`config.mk`:
```
export PLATFORM = sky130hd
export DESIGN_NAME = sign_narrow
export DESIGN_NICKNAME = d
export VERILOG_FILES = /design/src/rtl/sign_narrow_pkg.sv /design/src/rtl/sign_narrow_classify.sv /design/src/rtl/sign_narrow.sv
export SDC_FILE = /design/constraint.sdc
export NUM_CORES = 1
export LEC_CHECK = 0
export CAP_MARGIN = 15
export CORE_UTILIZATION = 42
export DETAILED_ROUTE_END_ITERATION = 7
export PLACE_DENSITY = 0.74
export SYNTH_ARGS = -nofsm -noshare
export SYNTH_HDL_FRONTEND = slang
export SYNTH_SLANG_ARGS = --single-unit
export TNS_END_PERCENT = 100
```
`constraint.sdc`:
```
create_clock -name clk -period 2.32 [get_ports clk]
set_clock_uncertainty 0.2 [all_clocks]
set_input_delay 0.696 -clock clk [delete_from_list [all_inputs] [get_ports clk]]
set_output_delay 0.696 -clock clk [all_outputs]
set_load 0.1 [all_outputs]
```
`src/rtl/sign_narrow_pkg.sv`:
```
// Shared widths and the saturation-constant helper for the sign narrowing unit.
package sign_pkg;

  localparam int DATA_W = 8;
  localparam int CNT_W  = 8;

  // Largest positive (neg=0) or most negative (neg=1) value of a w-bit field,
  // right-aligned in a DATA_W word.
  function automatic logic [DATA_W-1:0] sat_const(input int w, input logic neg);
    logic [DATA_W-1:0] one;
    one = {{(DATA_W-1){1'b0}}, 1'b1};
    if (neg) sat_const = one << (w - 1);
    else     sat_const = (one << (w - 1)) - one;
  endfunction

endpackage

```
`src/rtl/sign_narrow_classify.sv`:
```
// Combinational fit test and narrowing of one 8-bit two's-complement value.
module narrow_classify
  import sign_pkg::*;
#(
  parameter int OUT_W = 4
) (
  input  logic [DATA_W-1:0] value,
  input  logic              sat_en,
  output logic [OUT_W-1:0]  data,
  output logic              ovf
);

  logic [DATA_W-OUT_W:0] upper;
  logic                  fit;
  logic [DATA_W-1:0]     satv;

  // The value fits when everything from the new sign bit upward is a copy of it.
  assign upper = value[DATA_W-1:OUT_W-1];
  assign fit   = (&upper) | ~(|upper);
  assign satv  = sat_const(OUT_W, value[DATA_W-1]);

  always_comb begin
    data = value[OUT_W-1:0];
    ovf  = ~fit;
    if (!fit && sat_en) data = satv[OUT_W-1:0];
  end

endmodule

```
`src/rtl/sign_narrow.sv`:
```
// Two-stage valid/ready narrowing pipeline with a saturating overflow counter.
module sign_narrow
  import sign_pkg::*;
#(
  parameter int OUT_W = 4
) (
  input  logic              clk,
  input  logic              reset,
  input  logic              in_valid,
  output logic              in_ready,
  input  logic [DATA_W-1:0] in_data,
  input  logic              sat_en,
  output logic              out_valid,
  input  logic              out_ready,
  output logic [OUT_W-1:0]  out_data,
  output logic [DATA_W-1:0] out_ext,
  output logic              out_ovf,
  output logic [CNT_W-1:0]  ovf_count,
  input  logic              cnt_clr
);

  logic              s1_valid;
  logic [DATA_W-1:0] s1_data;
  logic              s1_sat;
  logic              s2_valid;
  logic [OUT_W-1:0]  s2_data;
  logic              s2_ovf;
  logic              s2_load;
  logic [OUT_W-1:0]  cls_data;
  logic              cls_ovf;
  logic              ovf_fire;

  narrow_classify #(.OUT_W(OUT_W)) u_classify (
    .value  (s1_data),
    .sat_en (s1_sat),
    .data   (cls_data),
    .ovf    (cls_ovf)
  );

  assign s2_load  = !s2_valid || out_ready;
  assign in_ready = !s1_valid || s2_load;

  always_ff @(posedge clk) begin
    if (reset) begin
      s1_valid <= 1'b0;
      s1_data  <= '0;
      s1_sat   <= 1'b0;
    end else if (in_valid && in_ready) begin
      s1_valid <= 1'b1;
      s1_data  <= in_data;
      s1_sat   <= sat_en;
    end else if (s2_load) begin
      s1_valid <= 1'b0;
    end
  end

  // S2 payload only changes when a real word moves in, so held outputs stay stable.
  always_ff @(posedge clk) begin
    if (reset) begin
      s2_valid <= 1'b0;
      s2_data  <= '0;
      s2_ovf   <= 1'b0;
    end else if (s2_load) begin
      s2_valid <= s1_valid;
      if (s1_valid) begin
        s2_data <= cls_data;
        s2_ovf  <= cls_ovf;
      end
    end
  end

  assign ovf_fire = s2_valid && out_ready && s2_ovf;

  always_ff @(posedge clk) begin
    if (reset || cnt_clr)                 ovf_count <= '0;
    else if (ovf_fire && !(&ovf_count))   ovf_count <= ovf_count + 1'b1;
  end

  assign out_valid = s2_valid;
  assign out_data  = s2_data;
  assign out_ovf   = s2_ovf;
  assign out_ext   = {{(DATA_W-OUT_W){s2_data[OUT_W-1]}}, s2_data};

endmodule

```
==> impl_metrics.csv <==
group,metric,value,unit
clock_tree,tritoncts_num_sinks,24,
yosys,yosysUniqueCellTypes,38,
global_route,first_global_vias,915,
clock_tree,cts_inserted_buffers,3,
worst_setup_path,path_class,"input port to output port",
worst_hold_path,worst_hold_startpoint,"s1_data[1]",
sta,final_max_slew_viol_count,0,
sta,setup_violations,0,
floorplanning,boundaryPins,37,
routing,drt_iter0_drc,35,
yosys,synth_nets,146,
pwr,seq_power_share,0.458,
pwr,switching_share,0.295,
worst_setup_path,flop_to_flop_setup_slack,0.53,ns
yosys,synth_warnings,0,
worst_setup_path,crit_buf_inv,2,
routing,wl_per_cell,13.3,um
finish,layout.core_utilization,0.711,
pwr,finalPower,0.979,mW
sta,period_minus_slack,2.27,ns
placement,gp_congestion,0.780,
worst_setup_path,crit_path_end_kind,"output port",
run_status,outcome,"finished clean",
pwr,clkPwrFrac,0.316,
worst_setup_path,critPathRequiredTime,1.42,ns
worst_setup_path,crit_path_max_incr_delay,0.25,ns
yosys,seq_area_frac_synth,0.429,
worst_setup_path,crit_path_top_delay_cell,"sky130_fd_sc_hd__nand3b_1",
routing,drt_pass1_iterations,4,
global_route,grt_pass1_wl,4020,um
worst_hold_path,worstHoldPathType,"register to register",
worst_setup_path,timing.critical_path.cells,"clkdlybuf4s15_1 -> nand3b_1 -> buf_12",
worst_setup_path,r2r_start,"ovf_count[0]",
clock_tree,worst_skew_pair.late_latency,0.33,ns
job,drv.max_cap_violation_count,0,
clock_tree,cts_root_buf,"sky130_fd_sc_hd__clkbuf_4",
worst_setup_path,cp_top_family,"buffers and inverters",
worst_setup_path,r2r_cells,5,
floorplanning,floorplan.core_area,2500,um2
clock_tree,clk_path_buf_depth,2,
pwr,p_leak,0.675,nW
pwr,total_switching_power,0.288,mW
sta,worst_slew_margin_rel,0.751,
placement,hpwl,1980,um
finish,insertedDiodeCount,0,
global_route,global_route_usage_over_all_layers,0.199,
pwr,pwr-share-comb,0.225,
floorplanning,die-width,53.7,um
routing,via_count,1055,
routing,routed_wl,2600,um
worst_hold_path,sink_of_the_worst_hold_path,"s1_data[1]",
clock_tree,tritoncts_clock_tree,"built",
worst_setup_path,critical_path.startpoint_type,"input port",
routing,drt-vias-per-instance,5.41,
worst_hold_path,hold_depth,2,
placement,port_buffers,36,
clock_tree,htree_num_levels,1,
sta,rsz_0062_raised_after_global_routing,"false",
yosys,cells_after_synthesis,131,
worst_setup_path,worst-path-stages,3,
global_route,antenna_found_initial,0,
worst_setup_path,worst_r2r_endpoint,"ovf_count[5]",
finish,final_area,1780,um2
worst_setup_path,timing.critical_path.fanout_max,2,
pwr,cellPowerDensity,551,nW/um2
pwr,p_int,0.691,mW
floorplanning,fp-row-count,18,
global_route,largest_net_degree_at_the_start_of_global_routing,17,
pwr,irDropWorstVdd,0.000481,V
placement,place_area,1720,um2
yosys,yosys_reg_bits,24,
floorplanning,die_area,2880,um2
yosys,postSynthAreaPerCell,8.56,um2
routing,antenna_violating_nets_post_route,0,
floorplanning,die-height,53.7,um
sta,period_share,0.976,
floorplanning,initial_utilization,0.448,
finish,syn_to_final_growth,58.5,%
yosys,synthesis.area,1120,um2
sta,max_freq,0.441,GHz
finish,drive_gt1_frac,0.267,
global_route,global_route.overflow_total,0,
routing,route.detailed.drc,0,
worst_setup_path,crit_arrival,1.37,ns
sta,final-hold-violation-count,0,
finish,finalNetCount,181,
sta,worst-slew-pin-transition,0.373,ns
clock_tree,clk_transition_reported_paths,0.14,ns
==> cell type report <==
class | count | area (um2)
multi-input cells | 92 | 553
flip-flops and latches | 24 | 483
inverters | 2 | 7.51
well taps | 30 | 37.5
clock buffers | 3 | 22.5
clock inverters | 1 | 30.0
repair buffers | 43 | 643
fillers | 190 | 723
==> registers in the layout (all words and copies together) (netlist names) <==
signal     cells
out_ovf        1
s1_data        8
s1_sat         1
out_valid      1
ovf_count      8
s1_valid       1
out_data       4
==> tightest hold or removal path, delay by kind of cell (launching register included) <==
kind / cells / cell delay [ns]
AND/OR/NAND/NOR: 1 / 0.06
AO/OA/AOI/OAI: 1 / 0.05
flip-flops: 1 / 0.34
==> cell usage after synthesis <==
cell,count,area share
sky130_fd_sc_hd__and2b_2,1,0.0078
sky130_fd_sc_hd__xor2_1,2,0.016
sky130_fd_sc_hd__clkbuf_1,4,0.013
sky130_fd_sc_hd__nand4_1,1,0.0056
sky130_fd_sc_hd__clkbuf_2,1,0.0045
sky130_fd_sc_hd__nand4b_1,1,0.0078
sky130_fd_sc_hd__nand3_1,12,0.054
sky130_fd_sc_hd__nor2b_1,1,0.0056
sky130_fd_sc_hd__or4_1,2,0.013
sky130_fd_sc_hd__o31a_2,1,0.0089
sky130_fd_sc_hd__o21ba_2,1,0.0089
sky130_fd_sc_hd__dfxtp_1,24,0.43
sky130_fd_sc_hd__a311oi_1,1,0.0078
sky130_fd_sc_hd__nor2_1,9,0.030
sky130_fd_sc_hd__a21oi_1,13,0.058
sky130_fd_sc_hd__a31oi_1,3,0.017
sky130_fd_sc_hd__or2_2,1,0.0056
sky130_fd_sc_hd__buf_4,8,0.054
sky130_fd_sc_hd__a211oi_1,1,0.0067
sky130_fd_sc_hd__nand2_1,21,0.070
sky130_fd_sc_hd__and2_1,1,0.0056
sky130_fd_sc_hd__mux2i_1,1,0.0089
sky130_fd_sc_hd__ha_1,1,0.011
sky130_fd_sc_hd__and3_1,1,0.0056
sky130_fd_sc_hd__o31ai_1,1,0.0067
sky130_fd_sc_hd__o21ai_0,1,0.0045
sky130_fd_sc_hd__nor4_1,1,0.0056
sky130_fd_sc_hd__o21ai_4,1,0.015
sky130_fd_sc_hd__inv_1,2,0.0067
sky130_fd_sc_hd__nand2b_1,1,0.0056
sky130_fd_sc_hd__nand3b_1,1,0.0067
sky130_fd_sc_hd__nor3_1,1,0.0045
sky130_fd_sc_hd__o211ai_1,2,0.013
sky130_fd_sc_hd__and3_4,1,0.010
sky130_fd_sc_hd__o221a_2,1,0.010
sky130_fd_sc_hd__and4_1,2,0.016
sky130_fd_sc_hd__nand4_4,1,0.019
sky130_fd_sc_hd__xnor2_1,3,0.023
==> layout by cell type, fill, tap and decap left out, drive strengths merged, types with 2 or more instances in the layout <==
cell / instances
buf: 30
o211ai: 2
nand3: 12
clkbuf: 3
dfxtp: 24
o21ai: 2
nand4: 2
and3: 2
nor2: 9
a21oi: 13
or4: 2
xnor2: 3
clkdlybuf4s50: 12
a31oi: 3
nand2: 21
xor2: 2
inv: 2
and4: 2
==> worst max path at each step <==
| stage | startpoint | end |
|---|---|---|
| after global routing | out_ready | in_ready |
| after floorplan | ovf_count[0] | ovf_count[7] |
| after detailed placement | out_ready | in_ready |
| after CTS | out_ready | in_ready |
| after global placement | out_ready | in_ready |
| final | out_ready | in_ready |
==> cell families (layout without fill, tap and decap cells) <==
group | count (synthesis) | after routing | synth area share
mux | 1 | 1 | 0.00893
simple gates | 59 | 59 | 0.278
buf+inv | 15 | 49 | 0.0781
fa+ha+maj | 1 | 1 | 0.0112
compound gates | 26 | 26 | 0.156
flops | 24 | 24 | 0.429
xor+xnor | 5 | 5 | 0.0391
==> power by group through the flow <==
stage                     Combinational, mW  Sequential (mW)  Clock, mW
after CTS                             0.221            0.448      0.315
after global placement                0.217            0.456          0
after global routing                  0.230            0.451      0.329
after detailed placement              0.220            0.458          0
after floorplan                       0.106            0.485          0
final                                 0.221            0.449      0.310
==> through the flow <==
| stage | TNS, ns | std cells | hold WS (ns) | setup WS (ns) |
|---|---|---|---|---|
| after global placement | -0.641 | 190 | 0.248 | -0.193 |
| after CTS | 0 | 195 | 0.275 | 0.00504 |
| after detailed placement | -1.36 | 190 | 0.256 | -0.205 |
| after floorplan | 0 | 131 | 0.237 | 0.00157 |
| after global routing | 0 | 195 | 0.298 | 0.0157 |
| final | 0 | 195 | 0.276 | 0.0546 |
==> per-layer routing <==
layer | up-vias | routed length, um | GRT usage
met3 | 5 | 154 | 0.0395
met4 | 0 | 45 | 0.0965
met2 | 46 | 1280 | 0.321
met1 | 480 | 1120 | 0.250
met5 | - | 0 | 0
li1 | 524 | - | -
==> repair_timing <==
item,in CTS,in global routing
setup endpoints to repair,1,1
resized for setup,1,1
setup buffers,1,0
hold buffers,0,0
No activity file was read; power rests on OpenSTA's default activity.
